## src/rtl/ibex_fp_pkg.sv

```systemverilog
// FP operation encoding and request types shared by the FPU issue sequencer.
// fpu_op_latency gives the cycles an op is held on the FPU datapath; 0 means the op is dropped.
package ibex_fp_pkg;

  typedef enum logic [3:0] {
    FPU_NOP   = 4'd0,
    FPU_ADD   = 4'd1,
    FPU_SUB   = 4'd2,
    FPU_MUL   = 4'd3,
    FPU_DIV   = 4'd4,
    FPU_SQRT  = 4'd5,
    FPU_MIN   = 4'd6,
    FPU_MAX   = 4'd7,
    FPU_FMADD = 4'd8,
    FPU_CMP   = 4'd9,
    FPU_I2F   = 4'd10,
    FPU_F2I   = 4'd11
  } fpu_op_e;

  typedef enum logic {
    SEQ_IDLE = 1'b0,
    SEQ_EXEC = 1'b1
  } fpu_seq_state_e;

  typedef struct packed {
    fpu_op_e     op;
    logic [2:0]  rm;
    logic [31:0] rs1;
    logic [31:0] rs2;
    logic [31:0] rs3;
    logic [4:0]  rd_addr;
  } fpu_req_t;

  localparam int unsigned LatCntW = 16;

  function automatic logic [LatCntW-1:0] fpu_op_latency(input fpu_op_e op,
                                                         input int unsigned div_lat,
                                                         input int unsigned sqrt_lat);
    case (op)
      FPU_NOP:  return '0;
      FPU_DIV:  return LatCntW'(div_lat);
      FPU_SQRT: return LatCntW'(sqrt_lat);
      default:  return LatCntW'(1);
    endcase
  endfunction

endpackage

```

## src/rtl/ibex_fpu_req_fifo.sv

```systemverilog
// In-order request queue; pointers carry an extra wrap bit so full/empty need no counter.
// Push is ignored when full, pop when empty; flush and reset empty the queue.
module ibex_fpu_req_fifo
  import ibex_fp_pkg::*;
#(
  parameter int unsigned Depth = 2,
  parameter type         T     = fpu_req_t
) (
  input  logic clk_i,
  input  logic rst_ni,
  input  logic flush_i,
  input  logic push_i,
  input  T     push_data_i,
  input  logic pop_i,
  output T     head_o,
  output logic full_o,
  output logic empty_o
);

  localparam int unsigned IdxW = $clog2(Depth);
  localparam int unsigned PtrW = IdxW + 1;

  logic [PtrW-1:0] wr_ptr_q, rd_ptr_q;
  T                mem_q [Depth];

  assign empty_o = (wr_ptr_q == rd_ptr_q);
  assign full_o  = (wr_ptr_q[PtrW-1] != rd_ptr_q[PtrW-1]) &&
                   (wr_ptr_q[IdxW-1:0] == rd_ptr_q[IdxW-1:0]);
  assign head_o  = mem_q[rd_ptr_q[IdxW-1:0]];

  always_ff @(posedge clk_i) begin
    if (!rst_ni || flush_i) begin
      wr_ptr_q <= '0;
      rd_ptr_q <= '0;
    end else begin
      if (push_i && !full_o)  wr_ptr_q <= wr_ptr_q + 1'b1;
      if (pop_i && !empty_o)  rd_ptr_q <= rd_ptr_q + 1'b1;
    end
  end

  // Storage needs no reset: an entry is only read after it has been written.
  always_ff @(posedge clk_i) begin
    if (push_i && !full_o) mem_q[wr_ptr_q[IdxW-1:0]] <= push_data_i;
  end

endmodule

```

## src/rtl/ibex_fpu_sequencer.sv

```systemverilog
// Issues queued FP requests to the FPU one at a time, holding each for its fixed latency.
// Regfile write strobes and done_o are only let through on an op's final cycle.
module ibex_fpu_sequencer
  import ibex_fp_pkg::*;
#(
  parameter int unsigned Depth       = 2,
  parameter int unsigned DivLatency  = 8,
  parameter int unsigned SqrtLatency = 8
) (
  input  logic        clk_i,
  input  logic        rst_ni,
  input  logic        flush_i,
  input  logic        req_valid_i,
  output logic        req_ready_o,
  input  fpu_op_e     req_op_i,
  input  logic [2:0]  req_rm_i,
  input  logic [31:0] req_rs1_i,
  input  logic [31:0] req_rs2_i,
  input  logic [31:0] req_rs3_i,
  input  logic [4:0]  req_rd_addr_i,
  output fpu_op_e     fp_op_o,
  output logic [2:0]  fp_rounding_mode_o,
  output logic [31:0] rs1_o,
  output logic [31:0] rs2_o,
  output logic [31:0] rs3_o,
  output logic [4:0]  rd_addr_o,
  input  logic        fpu_fp_write_i,
  input  logic        fpu_int_write_i,
  output logic        fp_regfile_write_o,
  output logic        int_regfile_write_o,
  output logic        done_o,
  output logic        busy_o
);

  fpu_seq_state_e      state_q, state_d;
  fpu_req_t            exec_q, head, push_data;
  logic [LatCntW-1:0]  cnt_q, head_lat;
  logic                full, empty, push, pop, final_cycle, start, commit;

  assign push_data = '{op: req_op_i, rm: req_rm_i, rs1: req_rs1_i, rs2: req_rs2_i,
                       rs3: req_rs3_i, rd_addr: req_rd_addr_i};
  assign push      = req_valid_i && req_ready_o;

  ibex_fpu_req_fifo #(
    .Depth(Depth),
    .T    (fpu_req_t)
  ) u_req_fifo (
    .clk_i      (clk_i),
    .rst_ni     (rst_ni),
    .flush_i    (flush_i),
    .push_i     (push),
    .push_data_i(push_data),
    .pop_i      (pop),
    .head_o     (head),
    .full_o     (full),
    .empty_o    (empty)
  );

  assign head_lat    = fpu_op_latency(head.op, DivLatency, SqrtLatency);
  assign final_cycle = (state_q == SEQ_EXEC) && (cnt_q == '0);
  assign pop         = !empty && !flush_i && ((state_q == SEQ_IDLE) || final_cycle);
  // A zero-latency head (NOP) is consumed by the pop but never enters EXEC.
  assign start       = pop && (head_lat != '0);

  always_ff @(posedge clk_i) begin
    if (!rst_ni) state_q <= SEQ_IDLE;
    else         state_q <= state_d;
  end

  always_comb begin
    state_d = state_q;
    case (state_q)
      SEQ_IDLE: if (start) state_d = SEQ_EXEC;
      SEQ_EXEC: if (final_cycle) state_d = start ? SEQ_EXEC : SEQ_IDLE;
      default:  state_d = SEQ_IDLE;
    endcase
    if (flush_i) state_d = SEQ_IDLE;
  end

  always_ff @(posedge clk_i) begin
    if (!rst_ni || flush_i) begin
      exec_q <= '0;
      cnt_q  <= '0;
    end else if (start) begin
      exec_q <= head;
      cnt_q  <= head_lat - 1'b1;
    end else if ((state_q == SEQ_EXEC) && (cnt_q != '0)) begin
      cnt_q  <= cnt_q - 1'b1;
    end
  end

  // A cycle under reset or flush must never commit, even if it is the final one.
  assign commit = final_cycle && !flush_i && rst_ni;

  always_comb begin
    fp_op_o             = FPU_NOP;
    fp_rounding_mode_o  = exec_q.rm;
    rs1_o               = exec_q.rs1;
    rs2_o               = exec_q.rs2;
    rs3_o               = exec_q.rs3;
    rd_addr_o           = exec_q.rd_addr;
    fp_regfile_write_o  = commit && fpu_fp_write_i;
    int_regfile_write_o = commit && fpu_int_write_i;
    done_o              = commit;
    if (state_q == SEQ_EXEC) fp_op_o = exec_q.op;
  end

  assign req_ready_o = !full;
  assign busy_o      = !empty || (state_q == SEQ_EXEC);

endmodule
```

## config.mk

```make
export PLATFORM = sky130hd
export DESIGN_NAME = ibex_fpu_sequencer
export DESIGN_NICKNAME = d
export VERILOG_FILES = /design/src/rtl/ibex_fp_pkg.sv /design/src/rtl/ibex_fpu_req_fifo.sv /design/src/rtl/ibex_fpu_sequencer.sv
export SDC_FILE = /design/constraint.sdc
export NUM_CORES = 1
export LEC_CHECK = 0
export CORE_ASPECT_RATIO = 0.8
export CORE_MARGIN = 2
export CORE_UTILIZATION = 48
export DETAILED_ROUTE_END_ITERATION = 16
export PLACE_DENSITY = 0.77
export SETUP_SLACK_MARGIN = 0.2
export SLEW_MARGIN = 0
export SYNTH_ARGS = -nofsm -noshare
export SYNTH_HDL_FRONTEND = slang
export SYNTH_SLANG_ARGS = --single-unit
```

## constraint.sdc

```tcl
create_clock -name clk_i -period 6.35 [get_ports clk_i]
set_input_delay 1.5875 -clock clk_i [delete_from_list [all_inputs] [get_ports clk_i]]
set_output_delay 1.5875 -clock clk_i [all_outputs]
set_load 0.005 [all_outputs]
```

==> flow_summary.ini, run 1 <==
[layout]
finalNetCount = 1192
seqCellArea_mm2 = 0.009092
syn_to_final_growth_pct = 22.21
final_cell_mix = clkdlybuf4s50_1, edfxtp_1, nor2_1, dfxtp_1, a211oi_1
fillers = 2131
stdcell_count = 1469
layout-drive-gt1-share_pct = 6.256
fin_area_mm2 = 0.01620
multi_input_area_mm2 = 0.003156
final_common_cell = clkdlybuf4s50_1

[placed_design]
dpl.hpwl_mm = 15.60
place_ws_ns = 1.130
placed_area_mm2 = 0.01508
gp_congestion = 0.8371
io_buffer_count = 226
place_inst = 1404

[synth]
synth_seq_cells = 346
synth_nets = 1079
ys_async_sr_fraction_pct = 0
synth_edf_count = 216
syn_area_mm2 = 0.01326
syn_area_per_cell_um2 = 13.75
yosysWarnings = 0
synthCells = 964
ys.flop_type = edfxtp_1
ys_types = 56
synth-seq-area-share_pct = 68.55

[flow_run]
cap_violations = 0

[setup_path]
cp_max_fo = 7
crit_path_start_kind = input pin
ff2ff_setup_slack_ns = 3.05
required_ns = 4.76
critical_path_arrival_ns = 3.63
crit_end = int_regfile_write_o
r2r_cells = 9
end_kind = primary output
cp-startpoint = flush_i
worstReg2RegStart = cnt_q[6]
crit-reg2reg-capture = cnt_q[10]
crit_type = input pin to primary output

[drt]
drtPass1Iterations = 4
drt-initial-drc-count = 276
ant_nets = 0
drcViolationCount = 0
routedWlPerCell_um = 17.23
via_per_inst = 5.167
wl_mm = 25.31
num_vias = 7590

[clock_tree]
cts_setup_buffers = 0
cts_tree = done
clk_path_buf_depth = 3
clock_sinks = 346
root_buffer = clkbuf_16
cts_buffers = 35
clk_pin_slew_ns = 0.05
cts.repair.resized = 0
ctsHoldBuffers = 0
htreeDepth = 2
insertion_delay_ns = 0.50

[timing]
drv_slew = 0
rsz0062_at_grt = false
final_hold_viol_count = 0
max_freq_mhz = 191.8
clock_skew_ns = 0.01773
relSlewSlack_pct = 28.59
setup_slack_ns = 1.135
post-route-min-period_ns = 5.215
setup_violations = 0
setup_tns_ns = 0
period_share_pct = 82.13
worst_pin_slew_ns = 1.069

[grt]
grtUsageTotal_pct = 17.17
overflow = 0
grt_pass1_wl_mm = 39.43
grt_max_degree = 135
grt_pass1_vias = 7514
antenna_found_initial = 3

[pwr]
p_leak_nw = 5.202
ir_worst_vdd_v = 0.0002230
power_density_mw_per_mm2 = 312.2
power_mw = 5.058

[floorplanning]
die_h_um = 152.6
fp.dieW_um = 189.8
initial_core_util_pct = 48.69
num_io_pins = 227
core_mm2 = 0.02723
dieArea_mm2 = 0.02897
rows = 54

[status]
status = finished clean

[worst_hold_path]
min_path_type = register to register
## cell type report
| cell class | instances | area share (%) |
|---|---|---|
| sequential | 346 | 56.12 |
| multi-input combinational | 452 | 19.48 |
| timing repair buffer | 235 | 14.53 |
| clock buffer | 56 | 6.472 |
| tap | 364 | 2.811 |
| clock inverter | 7 | 0.3939 |
| inverter | 7 | 0.1622 |
| antenna | 2 | 0.03089 |
## logic make-up after synthesis
logic type / share of synthesized area, %
flip-flops: 68.55
AO/OA/AOI/OAI: 8.456
multiplexers: 8.163
AND/OR/NAND/NOR: 6.153
XOR/XNOR: 0.7267
buffers and inverters: 7.852
adder cells (fa/ha/maj): 0.09436
## state kept, by name, summed over array words and instances (netlist names), 2 cells and up, named ones only
register	count
cnt_q	16
exec_q	4
fp_rounding_mode_o	3
rd_addr_o	5
rs1_o	32
rs2_o	32
rs3_o	32
u_req_fifo.mem_q	216
u_req_fifo.rd_ptr_q	2
u_req_fifo.wr_ptr_q	2
## metal layers
layer	GRT usage, %	vias to the layer above	routed length (um)
met1	21.97	3632	11040
li1	-	3704	-
met3	4.261	37	1666
met5	0	-	0
met2	29.06	217	12180
met4	4.946	0	415
## stage by stage
stage | util, % | hold WS [ns]
after floorplan | - | 0.4171
after global placement | 55.40 | 0.4355
after detailed placement | 55.40 | 0.4469
after CTS | 59.48 | 0.4563
after global routing | 59.50 | 0.4954
final | 59.50 | 0.4643
## synthesized netlist by cell type (2+ instances only)
cell      count  area (um2)
edfxtp_1    216        6486
nor2_1      131       491.7
dfxtp_1     130        2603
a211oi_1    109       818.3
mux2i_1     107        1071
buf_4       104       780.8
clkbuf_1     38       142.6
buf_2        16       80.08
nor3_1       12       60.06
nand2_1      10       37.54
a21oi_1       9       45.04
inv_1         7       26.28
xnor2_1       7       61.31
and2_1        6       37.54
nand2b_1      4       25.02
xor2_1        4       35.03
a211o_1       3       26.28
a21o_1        3       22.52
a311oi_1      3       26.28
o211ai_1      3       22.52
or4_1         3       22.52
and3_1        2       12.51
nor3b_1       2       15.01
nor4_1        2       12.51
or3_1         2       12.51
## where the power goes
part | internal (mW) | leakage [nW] | total [mW] | switching (mW)
Sequential | 2.51 | 3.08 | 2.56 | 0.0512
Combinational | 0.250 | 1.59 | 0.531 | 0.281
Clock | 1.17 | 0.537 | 1.97 | 0.794
## critical path: stages
cell and delay [ns]:
clkdlybuf4s50_1 0.53, nor2b_1 0.46, nand2_1 0.11, nor3_1 0.28
and2_1 0.17, clkdlybuf4s50_1 0.49
## worst min-delay path by stage
| stage | startpoint | to | slack [ns] | cells after the start |
|---|---|---|---|---|
| CTS | cnt_q[15] | cnt_q[15] | 0.46 | 2 |
| global placement | cnt_q[15] | cnt_q[15] | 0.44 | 2 |
| floorplan | cnt_q[15] | cnt_q[15] | 0.42 | 2 |
| global route | cnt_q[15] | cnt_q[15] | 0.50 | 2 |
| detailed placement | cnt_q[15] | cnt_q[15] | 0.45 | 2 |
| finish | cnt_q[15] | cnt_q[15] | 0.46 | 2 |
No activity file was read; power rests on OpenSTA's default activity.
==> run 2, diff against run 1 <==
Clock period 6.35 ns to 4.35 ns, I/O delays scaled along.
==> flow_summary.ini, run 2 (synthesis gave the netlist of run 1 again) <==
[status]
status = finished clean

[timing]
clock_skew_ns = 0.01069
rsz0062_at_grt = false
whs_ns = 0.4799
post-route-min-period_ns = 3.858
setup_violations = 0
period_share_pct = 88.69
relSlewSlack_pct = 38.86
final_hold_viol_count = 0
setup_tns_ns = 0
worst_pin_slew_ns = 0.9170
setup_slack_ns = 0.4921
drv_slew = 0
max_freq_mhz = 259.2

[floorplanning]
rows = 54
initial_core_util_pct = 48.69
fp.dieW_um = 189.8
dieArea_mm2 = 0.02897
core_mm2 = 0.02723
die_h_um = 152.6
num_io_pins = 227

[clock_tree]
cts_buffers = 35
ctsHoldBuffers = 0
root_buffer = clkbuf_16
clk_pin_slew_ns = 0.06
cts_tree = done
clk_path_buf_depth = 3
clock_sinks = 346
htreeDepth = 2
insertion_delay_ns = 0.49

[setup_path]
cp_max_fo = 5
path_common_cell = clkdlybuf4s50_1
critPathMaxStageDelay_ns = 0.52
r2r_cells = 10
crit_chain = clkdlybuf4s50_1, nor2b_1, nand2_1, nor3_2, and2_1, clkdlybuf4s50_1
crit_path_start_kind = input pin
critical_path_arrival_ns = 2.77
crit_type = input pin to primary output
crit-reg2reg-capture = cnt_q[8]
ff2ff_setup_slack_ns = 1.16
required_ns = 3.26
worstReg2RegStart = cnt_q[0]
end_kind = primary output
critPathSlowestCell = clkdlybuf4s50_1

[grt]
grt_max_degree = 94
grt_pass1_wl_mm = 39.79
grtUsageTotal_pct = 17.22
overflow = 0
antenna_found_initial = 0
grt_pass1_vias = 7671

[layout]
final_cell_mix = clkdlybuf4s50_1, edfxtp_1, nor2_1, dfxtp_1, a211oi_1
final_common_cell = clkdlybuf4s50_1
fin_area_mm2 = 0.01636
n_antenna_cell = 0
syn_to_final_growth_pct = 23.37
layout-drive-gt1-share_pct = 7.130
largest_reg_flops = 216
finalNetCount = 1198

[drt]
ant_nets = 0
via_per_inst = 5.213
num_vias = 7673
drt-initial-drc-count = 345
drtPass1Iterations = 5
drcViolationCount = 0
routedWlPerCell_um = 17.22
wl_mm = 25.35

[placed_design]
placed_area_mm2 = 0.01515
gp_congestion = 0.8545
io_buffer_count = 226
dpl.hpwl_mm = 15.74
place_ws_ns = 0.3831

[pwr]
power_density_mw_per_mm2 = 464.5
ir_worst_vdd_v = 0.0002697
p_leak_nw = 5.285
power_mw = 7.597

[worst_hold_path]
holdPathEnd = exec_q[104]
min_path_cells = 2
min_path_type = register to register
min_from = exec_q[104]

[flow_run]
cap_violations = 0
-- run 2: changes by cell type in the layout (fill, tap and decap cells not counted), sizes merged --
cell      previous run  this run
buf                  9        15
clkbuf              56        55
clkinvlp             1         0
clkinv               5         3
diode                2         0
bufinv               1         4
-- run 2: how the worst max path moves through the flow --
stage                            from                      to  slack, ns  depth (start not counted)
after global placement        flush_i      fp_regfile_write_o       0.41                          6
final                         flush_i     int_regfile_write_o       0.49                          6
after detailed placement      flush_i     int_regfile_write_o       0.38                          6
after floorplan           req_valid_i  u_req_fifo.mem_q[1][0]       0.20                          1
after global routing          flush_i     int_regfile_write_o       0.36                          6
after CTS                     flush_i     int_regfile_write_o       0.38                          6
-- run 2: report_power, final --
part	switching [mW]	total, mW	leakage (nW)	internal [mW]
logic	0.413	0.788	1.62	0.375
clock network	1.16	3.07	0.583	1.91
registers	0.0794	3.74	3.08	3.66
-- run 2: repair_timing --
| item | CTS | global route |
|---|---|---|
| buffers inserted | 0 | 0 |
| setup endpoints to repair | 0 | 2 |
| gates resized for setup | 0 | 1 |
-- run 2: routing by layer --
metal | vias to the layer above | track usage [%] | routed length, um | share of wire (%)
met5 | - | 0 | 0 | 0
met1 | 3681 | 21.77 | 10920 | 43
met2 | 242 | 29.16 | 12170 | 48
met4 | 0 | 5.463 | 565 | 2.2
met3 | 45 | 4.330 | 1695 | 6.7
li1 | 3705 | - | - | -
-- run 2: per-stage QoR --
step	instances	utilization, %
floorplan	964	-
global placement	1410	55.66
detailed placement	1410	55.66
CTS	1472	60.05
global route	1472	60.07
finish	1472	60.07
-- run 2: final cells by class --
type                    instances  area [um2]
repair buffers                241        2425
flip-flops and latches        346        9092
well taps                     364       455.4
inverters                       7       26.28
multi-input cells             452        3161
clock buffers                  55        1064
clock inverters                 7       132.6
fillers                      2089       10870
-- run 2: worst max-delay path, delay by kind of cell --
kind | cells | cell delay [ns]
AND/OR/NAND/NOR | 4 | 0.64
buffers and inverters | 2 | 1.03
